[config.mk]
export PLATFORM = sky130hd
export DESIGN_NAME = kernel_window_gen_flat
export DESIGN_NICKNAME = d
export VERILOG_FILES = /design/src/rtl/kernel_window_gen_if.sv /design/src/rtl/kernel_window_gen.sv /design/src/flat_wrapper.sv
export SDC_FILE = /design/constraint.sdc
export NUM_CORES = 1
export LEC_CHECK = 0
export CORE_MARGIN = 3
export CORE_UTILIZATION = 25
export CTS_BUF_LIST = sky130_fd_sc_hd__clkbuf_8
export CTS_CLUSTER_DIAMETER = 30
export DETAILED_ROUTE_END_ITERATION = 12
export GPL_TIMING_DRIVEN = 0
export HOLD_SLACK_MARGIN = 0.15
export PLACE_DENSITY_LB_ADDON = 0.15
export SYNTH_ARGS = -nofsm -noshare
export SYNTH_HDL_FRONTEND = slang
export SYNTH_SLANG_ARGS = --single-unit
export TNS_END_PERCENT = 1
[constraint.sdc]
create_clock -name clk -period 4.53 [get_ports clk]
set_input_delay 0.453 -clock clk [delete_from_list [all_inputs] [get_ports clk]]
set_output_delay 0.453 -clock clk [all_outputs]
set_load 0.005 [all_outputs]
[src/rtl/kernel_window_gen_if.sv]
// Column-in / window-out handshake bundle for kernel_window_gen.
// master drives columns and window back-pressure; slave is the window generator.
interface kernel_window_gen_if #(
    parameter int DATA_WIDTH   = 8,
    parameter int KERNEL_WIDTH = 3,
    parameter int IMG_WIDTH    = 854
);
    localparam int X_WIDTH = (IMG_WIDTH > 1) ? $clog2(IMG_WIDTH) : 1;

    logic [DATA_WIDTH*KERNEL_WIDTH-1:0]              col_data;
    logic                                            col_valid;
    logic                                            col_ready;
    logic                                            border_in;
    logic [DATA_WIDTH*KERNEL_WIDTH*KERNEL_WIDTH-1:0] win_data;
    logic                                            win_valid;
    logic                                            win_ready;
    logic [X_WIDTH-1:0]                              win_x;
    logic                                            line_last;

    modport master (
        output col_data, col_valid, border_in, win_ready,
        input  col_ready, win_data, win_valid, win_x, line_last
    );

    modport slave (
        input  col_data, col_valid, border_in, win_ready,
        output col_ready, win_data, win_valid, win_x, line_last
    );
endinterface

[src/rtl/kernel_window_gen.sv]
// Shifts KERNEL_WIDTH-tall pixel columns into a KxK window and emits it over valid/ready.
// Optional ZERO_PAD_EN: emit windows from line column 0 with not-yet-received columns read as 0.
module kernel_window_gen #(
    parameter int DATA_WIDTH   = 8,
    parameter int KERNEL_WIDTH = 3,
    parameter int IMG_WIDTH    = 854
) (
    input  logic              clk,
    input  logic              rst,
    kernel_window_gen_if.slave bus
);
    localparam int K       = KERNEL_WIDTH;
    localparam int X_WIDTH = (IMG_WIDTH > 1) ? $clog2(IMG_WIDTH) : 1;
    localparam int F_WIDTH = (K > 2) ? $clog2(K - 1) : 1;
    localparam logic [X_WIDTH-1:0] LAST_X    = X_WIDTH'(IMG_WIDTH - 1);
    localparam logic [F_WIDTH-1:0] FILL_LAST = F_WIDTH'(K - 2);

    typedef enum logic {S_FILL, S_RUN} state_t;

    state_t                    state_reg, state_next;
    logic [F_WIDTH-1:0]        fill_cnt_reg, fill_cnt_next;
    logic [X_WIDTH-1:0]        col_cnt_reg;
    logic [X_WIDTH-1:0]        win_x_reg;
    logic                      win_valid_reg;
    logic                      line_last_reg;
    logic [K*DATA_WIDTH-1:0]   col_reg [K];

    logic col_ready_w;
    logic accept;
    logic emit;
    logic line_end;

    // Single output register: a new column is taken only when the window slot frees up.
    assign col_ready_w = !win_valid_reg || bus.win_ready;
    assign accept      = bus.col_valid && col_ready_w;
    assign line_end    = (col_cnt_reg == LAST_X);

    always_ff @(posedge clk or posedge rst) begin
        if (rst) begin
            state_reg    <= S_FILL;
            fill_cnt_reg <= '0;
        end else begin
            state_reg    <= state_next;
            fill_cnt_reg <= fill_cnt_next;
        end
    end

    always_comb begin
        state_next    = state_reg;
        fill_cnt_next = fill_cnt_reg;
        emit          = 1'b0;
        case (state_reg)
            S_FILL: begin
`ifdef ZERO_PAD_EN
                emit = !bus.border_in;
`endif
                if (accept) begin
                    if (fill_cnt_reg == FILL_LAST) begin
                        state_next    = S_RUN;
                        fill_cnt_next = '0;
                    end else begin
                        fill_cnt_next = fill_cnt_reg + 1'b1;
                    end
                end
            end
            S_RUN: begin
                emit = !bus.border_in;
                if (accept && line_end) begin
                    state_next    = S_FILL;
                    fill_cnt_next = '0;
                end
            end
            default: begin
                state_next    = S_FILL;
                fill_cnt_next = '0;
            end
        endcase
    end

    always_ff @(posedge clk or posedge rst) begin
        if (rst) begin
            col_cnt_reg   <= '0;
            win_x_reg     <= '0;
            win_valid_reg <= 1'b0;
            line_last_reg <= 1'b0;
            for (int c = 0; c < K; c++) begin
                col_reg[c] <= '0;
            end
        end else if (accept) begin
            col_cnt_reg   <= line_end ? '0 : col_cnt_reg + 1'b1;
            win_x_reg     <= col_cnt_reg;
            win_valid_reg <= emit;
            line_last_reg <= emit && line_end;
            for (int c = 0; c < K - 1; c++) begin
`ifdef ZERO_PAD_EN
                // At line column 0 the older columns belong to the previous line: blank them.
                col_reg[c] <= (col_cnt_reg == '0) ? '0 : col_reg[c+1];
`else
                col_reg[c] <= col_reg[c+1];
`endif
            end
            col_reg[K-1] <= bus.col_data;
        end else if (bus.win_ready) begin
            win_valid_reg <= 1'b0;
            line_last_reg <= 1'b0;
        end
    end

    genvar gi, gj;
    generate
        for (gi = 0; gi < K; gi++) begin : g_col
            for (gj = 0; gj < K; gj++) begin : g_row
                assign bus.win_data[(gj*K+gi)*DATA_WIDTH +: DATA_WIDTH] =
                    col_reg[gi][gj*DATA_WIDTH +: DATA_WIDTH];
            end
        end
    endgenerate

    assign bus.col_ready = col_ready_w;
    assign bus.win_valid = win_valid_reg;
    assign bus.win_x     = win_x_reg;
    assign bus.line_last = line_last_reg;
endmodule

[src/flat_wrapper.sv]
// flat-port wrapper written by rule: the top's interface ports become plain ports
module kernel_window_gen_flat 
#(
    parameter int DATA_WIDTH   = 8,
    parameter int KERNEL_WIDTH = 3,
    parameter int IMG_WIDTH    = 854
)
  (clk, rst, bus_col_data, bus_col_valid, bus_border_in, bus_win_ready, bus_col_ready, bus_win_data, bus_win_valid, bus_win_x, bus_line_last);
  kernel_window_gen_if #(.DATA_WIDTH(DATA_WIDTH), .KERNEL_WIDTH(KERNEL_WIDTH), .IMG_WIDTH(IMG_WIDTH)) bus_i ();
  input  logic clk;
  input  logic rst;
  input wire logic [$bits(bus_i.col_data)-1:0] bus_col_data;
  input wire logic [$bits(bus_i.col_valid)-1:0] bus_col_valid;
  input wire logic [$bits(bus_i.border_in)-1:0] bus_border_in;
  input wire logic [$bits(bus_i.win_ready)-1:0] bus_win_ready;
  output wire logic [$bits(bus_i.col_ready)-1:0] bus_col_ready;
  output wire logic [$bits(bus_i.win_data)-1:0] bus_win_data;
  output wire logic [$bits(bus_i.win_valid)-1:0] bus_win_valid;
  output wire logic [$bits(bus_i.win_x)-1:0] bus_win_x;
  output wire logic [$bits(bus_i.line_last)-1:0] bus_line_last;
  assign bus_i.col_data = bus_col_data;
  assign bus_i.col_valid = bus_col_valid;
  assign bus_i.border_in = bus_border_in;
  assign bus_i.win_ready = bus_win_ready;
  assign bus_col_ready = bus_i.col_ready;
  assign bus_win_data = bus_i.win_data;
  assign bus_win_valid = bus_i.win_valid;
  assign bus_win_x = bus_i.win_x;
  assign bus_line_last = bus_i.line_last;
  kernel_window_gen #(.DATA_WIDTH(DATA_WIDTH), .KERNEL_WIDTH(KERNEL_WIDTH), .IMG_WIDTH(IMG_WIDTH)) u_core (.clk(clk), .rst(rst), .bus(bus_i));
endmodule
# [After elaboration in Yosys (flattened, before gate mapping)]
# Index checks and enable logic that the tools add are counted.
# Widths: inputs -> output; s select.
[op_classes] n_bitwise=1 n_addsub=2 mux=13 n_eq_ne=3 n_reduce_logical=8
[ops] operator="$add 10x1->10 const B" n=1
[ops] operator="$eq 10x10->1 const B" n=1
[ops] operator="$mux 1" n=10
[ops] operator="$mux 10" n=1
[ops] operator="$pmux 1 s2" n=2
[ops] operator="$logic_and 1x1->1" n=3
[ops] operator="$logic_not 1->1" n=2
[ops] operator="$ne 2x1->1 const B" n=1
[ops] operator="$ne 2x2->1 const B" n=1
[ops] operator="$reduce_and 2->1" n=1
[ops] operator="$reduce_bool 2->1" n=1
[ops] operator="$add 1x1->1 const B" n=1
[ops] operator="$logic_or 1x1->1" n=1
[ops] operator="$not 1->1" n=1
[word_totals] ff_bits=96 input_bits=29

# [Longest topological paths before layout]
[depth] ltp_word=6 ltp_mapped=8

# [Worst setup path before layout]
# OpenSTA, ideal clock, no wires.
[synth_timing] path_type="input port to flip-flop" from="in bus_win_ready" to="reg u_core.col_cnt_reg[0]" path_slack_ns=3.095 required_ns=4.405 arrival_time_ns=1.310 setup_time_ns=0.125 path_stages=8 path_cell_list="nor2b_1 -> buf_6 -> inv_4 -> and2_1 -> buf_4 -> buf_4 -> nand2_1 -> o21ai_1"
[synth_via] elab_chain_cells=2
[synth_lines] item="start: declaration" line="flat_wrapper.sv:15" text="input wire logic [$bits(bus_i.win_ready)-1:0] bus_win_ready;"
[synth_lines] item="$logic_or 1x1->1" line="kernel_window_gen.sv:34" text="assign col_ready_w = !win_valid_reg || bus.win_ready;"
[synth_lines] item="named net bus_col_ready" line="flat_wrapper.sv:16" text="output wire logic [$bits(bus_i.col_ready)-1:0] bus_col_ready;"
[synth_lines] item="$logic_and 1x1->1" line="kernel_window_gen.sv:35" text="assign accept = bus.col_valid && col_ready_w;"
[synth_lines] item="end signal: assignment" line="kernel_window_gen.sv:90" text="col_cnt_reg <= line_end ? '0 : col_cnt_reg + 1'b1;"
[synth_lines] item="end: declaration" line="kernel_window_gen.sv:22" text="logic [X_WIDTH-1:0] col_cnt_reg;"
# The timed path passes the listed nets, and every way through them passes these cells.
# A chain may end at the register's enable or synchronous reset.

# [Final worst setup path]
[layout_timing] from="in bus_win_ready" to="out bus_col_ready"
[layout_via] elab_chain_cells=1
[layout_lines] item="$logic_or 1x1->1" line="kernel_window_gen.sv:34"
[layout_lines] item="end: declaration" line="flat_wrapper.sv:16"
# Every way passes these cells.

==> flow_summary.ini <==
[place]
placed_area_mm2 = 0.00522
dp_hpwl_mm = 7.34
gp_congestion = 0.756
io_buffers = 113

[final_layout]
utilization = 0.368
antennaDiodeCount = 0
syn_to_final_growth_pct = 41.9
largest_register_ffs = 72
n_fill_cell = 1513
layout-drive-gt1-share = 0.0826
fin_nets = 571
stdcell_area_mm2 = 0.00543

[routing]
drt_iter0_markers = 134
vias = 3016
drtPass1Iterations = 4
drc = 0
wirelength_mm = 9.99
ant_nets = 0
via_per_inst = 4.14
wl_per_cell_um = 13.7

[clocking]
cts_resized = 0
clk_pin_slew_ns = 0.10
clock_path_buffers = 2
holdBufCountCts = 0
post_cts_buffers = 0
cts-root-buf = clkbuf_8
cts_buffers = 9
clock_sinks = 96
htreeDepth = 3
cts_tree = done
clkLatencyLatePin_ns = 0.37

[sta]
slew_headroom = 0.604
min_period_over_period = 0.471
layout_min_cycle_time_ns = 2.13
slew_violations = 0
fin_skew_ns = 0.00995
tightest_slew_ns = 0.594
rsz0062_at_grt = false
setup_viol = 0
fmax_mhz = 468
hold_viol = 0

[synthesis]
syn_area_mm2 = 0.00383
synth_edf_count = 0
ys_top_cells_by_area = dfrtp_1 63%, nand2_1 24%, buf_2 2.0%, xnor2_1 1.4%, o21ai_1 0.92%
synth_nets = 446
yosys_register_bits = 96
synth_top_cell_by_area = dfrtp_1
yosysUniqueCellTypes = 31
async_flop_share = 1.00
synthFlopType = dfrtp_1
syn_inst = 415
ys_seq_area_frac = 0.627
syn_avg_cell_area_um2 = 9.23
yosys_warnings = 0
synth.top_cell.area_share = 0.627

[power_and_ir_drop]
switching_share = 0.304
intPower_uw = 1740
peakVddDrop_uv = 116
p_leak_uw = 0.00267
p_seq_frac = 0.484
switching_power_uw = 763
powerDensity_mw_per_mm2 = 462
comb_power_share = 0.278
power_frac_clock = 0.238

[grt]
gr-total-overflow = 0
grt.total_usage = 0.126
first_global_vias = 3096
grt_max_degree = 54
grt_pass1_wl_mm = 16.3
antenna_found_initial = 0

[worst_hold_path]
hold_path.class = register to register

[floorplanning]
start_util = 0.259
die_w_um = 130
core_area_mm2 = 0.0148
die_area_mm2 = 0.0168
ios = 114
rows = 44
die_h_um = 130

[status]
status = completed

[worst_setup_path]
ff2ff_setup_slack_ns = 3.05
critPathCapture = bus_col_ready
path_class = primary input to output pin
worstSetupEndpointType = output pin
startpoint = bus_win_ready
reg2regPathDepth = 8
critPathMaxFanout = 8
cp.required_ns = 4.08
arrival_ns = 1.68
start_kind = primary input
r2r-start = u_core.bus.win_valid
rr_endpoint = u_core.bus.win_data[17]

[flow_run]
timing.max_cap.violations = 0
per-stage QoR:
stage	setup slack, ns	setup TNS [ns]	cells	power (uW)	hold slack [ns]
after floorplan	1.57	0	415	1470	0.470
after global placement	-0.0418	-3.53	712	1930	0.460
after detailed placement	2.39	0	713	1950	0.462
after CTS	2.38	0	729	2560	0.488
after global routing	2.33	0	729	2700	0.516
final	2.40	0	729	2510	0.485
power groups by stage:
stage	clock network (uW)	registers, uW	logic, uW
2_1_floorplan	0	1210	262
3_3_place_gp	0	1230	702
3_5_place_dp	0	1240	713
4_1_cts	628	1220	717
5_1_grt	665	1250	785
6_report	596	1210	697
synthesized netlist by cell type, types with 2 or more instances:
library cell	n
buf_2	15
buf_4	2
buf_6	3
dfrtp_1	96
ha_1	2
inv_1	4
nand2_1	247
nand2_2	2
nand4_1	3
nor2_1	6
nor2b_1	2
nor3_1	3
o21ai_1	7
xnor2_1	6
worst min path at each step:
stage / start / endpoint / slack, ns / cells after the start
after floorplan: u_core.bus.win_data[0] / u_core.bus.win_data[0] / 0.47 / 2
after global placement: u_core.bus.win_data[26] / u_core.bus.win_data[26] / 0.46 / 2
after detailed placement: u_core.bus.win_data[29] / u_core.bus.win_data[29] / 0.46 / 2
after CTS: u_core.bus.win_data[29] / u_core.bus.win_data[29] / 0.49 / 2
after global routing: u_core.bus.win_data[4] / u_core.bus.win_data[4] / 0.52 / 2
final: u_core.bus.win_data[29] / u_core.bus.win_data[29] / 0.48 / 2
metal layers:
layer,vias up,global-route usage,wire (um),part of all wire
met2,76,0.191,4500,0.45
met4,0,0.0587,188,0.019
met5,-,0,0,0
met1,1400,0.171,4710,0.47
met3,10,0.0299,589,0.059
li1,1530,-,-,-
critical path, cell delays in order:
cell	delay, ns
clkdlybuf4s50_1	0.48
nor2b_1	0.06
buf_6	0.14
inv_4	0.06
clkdlybuf4s50_1	0.49
cell families after synthesis:
kind of cell,share of synthesized area
adder cells (fa/ha/maj),0.00653
XOR/XNOR,0.0160
flip-flops,0.627
buffers and inverters,0.0379
AO/OA/AOI/OAI,0.0216
AND/OR/NAND/NOR,0.291
layout make-up:
cell class | instances | area (um2) | area share
inverter | 5 | 23.8 | 0.00438
timing repair buffer | 114 | 1160 | 0.213
buffer | 20 | 124 | 0.0228
tap | 184 | 230 | 0.0424
clock inverter | 6 | 73.8 | 0.0136
clock buffer | 10 | 138 | 0.0253
multi-input combinational | 294 | 1280 | 0.236
sequential | 96 | 2400 | 0.442
placed cells by master (no fill, tap or decap), types with 3 or more instances in the layout:
| master | synthesis | final |
|---|---|---|
| nand4_1 | 3 | 3 |
| buf_2 | 15 | 15 |
| inv_6 | 0 | 3 |
| clkdlybuf4s50_1 | 0 | 113 |
| nand2_1 | 247 | 247 |
| nor2_1 | 6 | 6 |
| nor3_1 | 3 | 3 |
| dfrtp_1 | 96 | 96 |
| o21ai_1 | 7 | 7 |
| inv_1 | 4 | 3 |
| buf_6 | 3 | 3 |
| clkbuf_8 | 0 | 10 |
| xnor2_1 | 6 | 6 |
No activity file was read; power rests on OpenSTA's default activity.
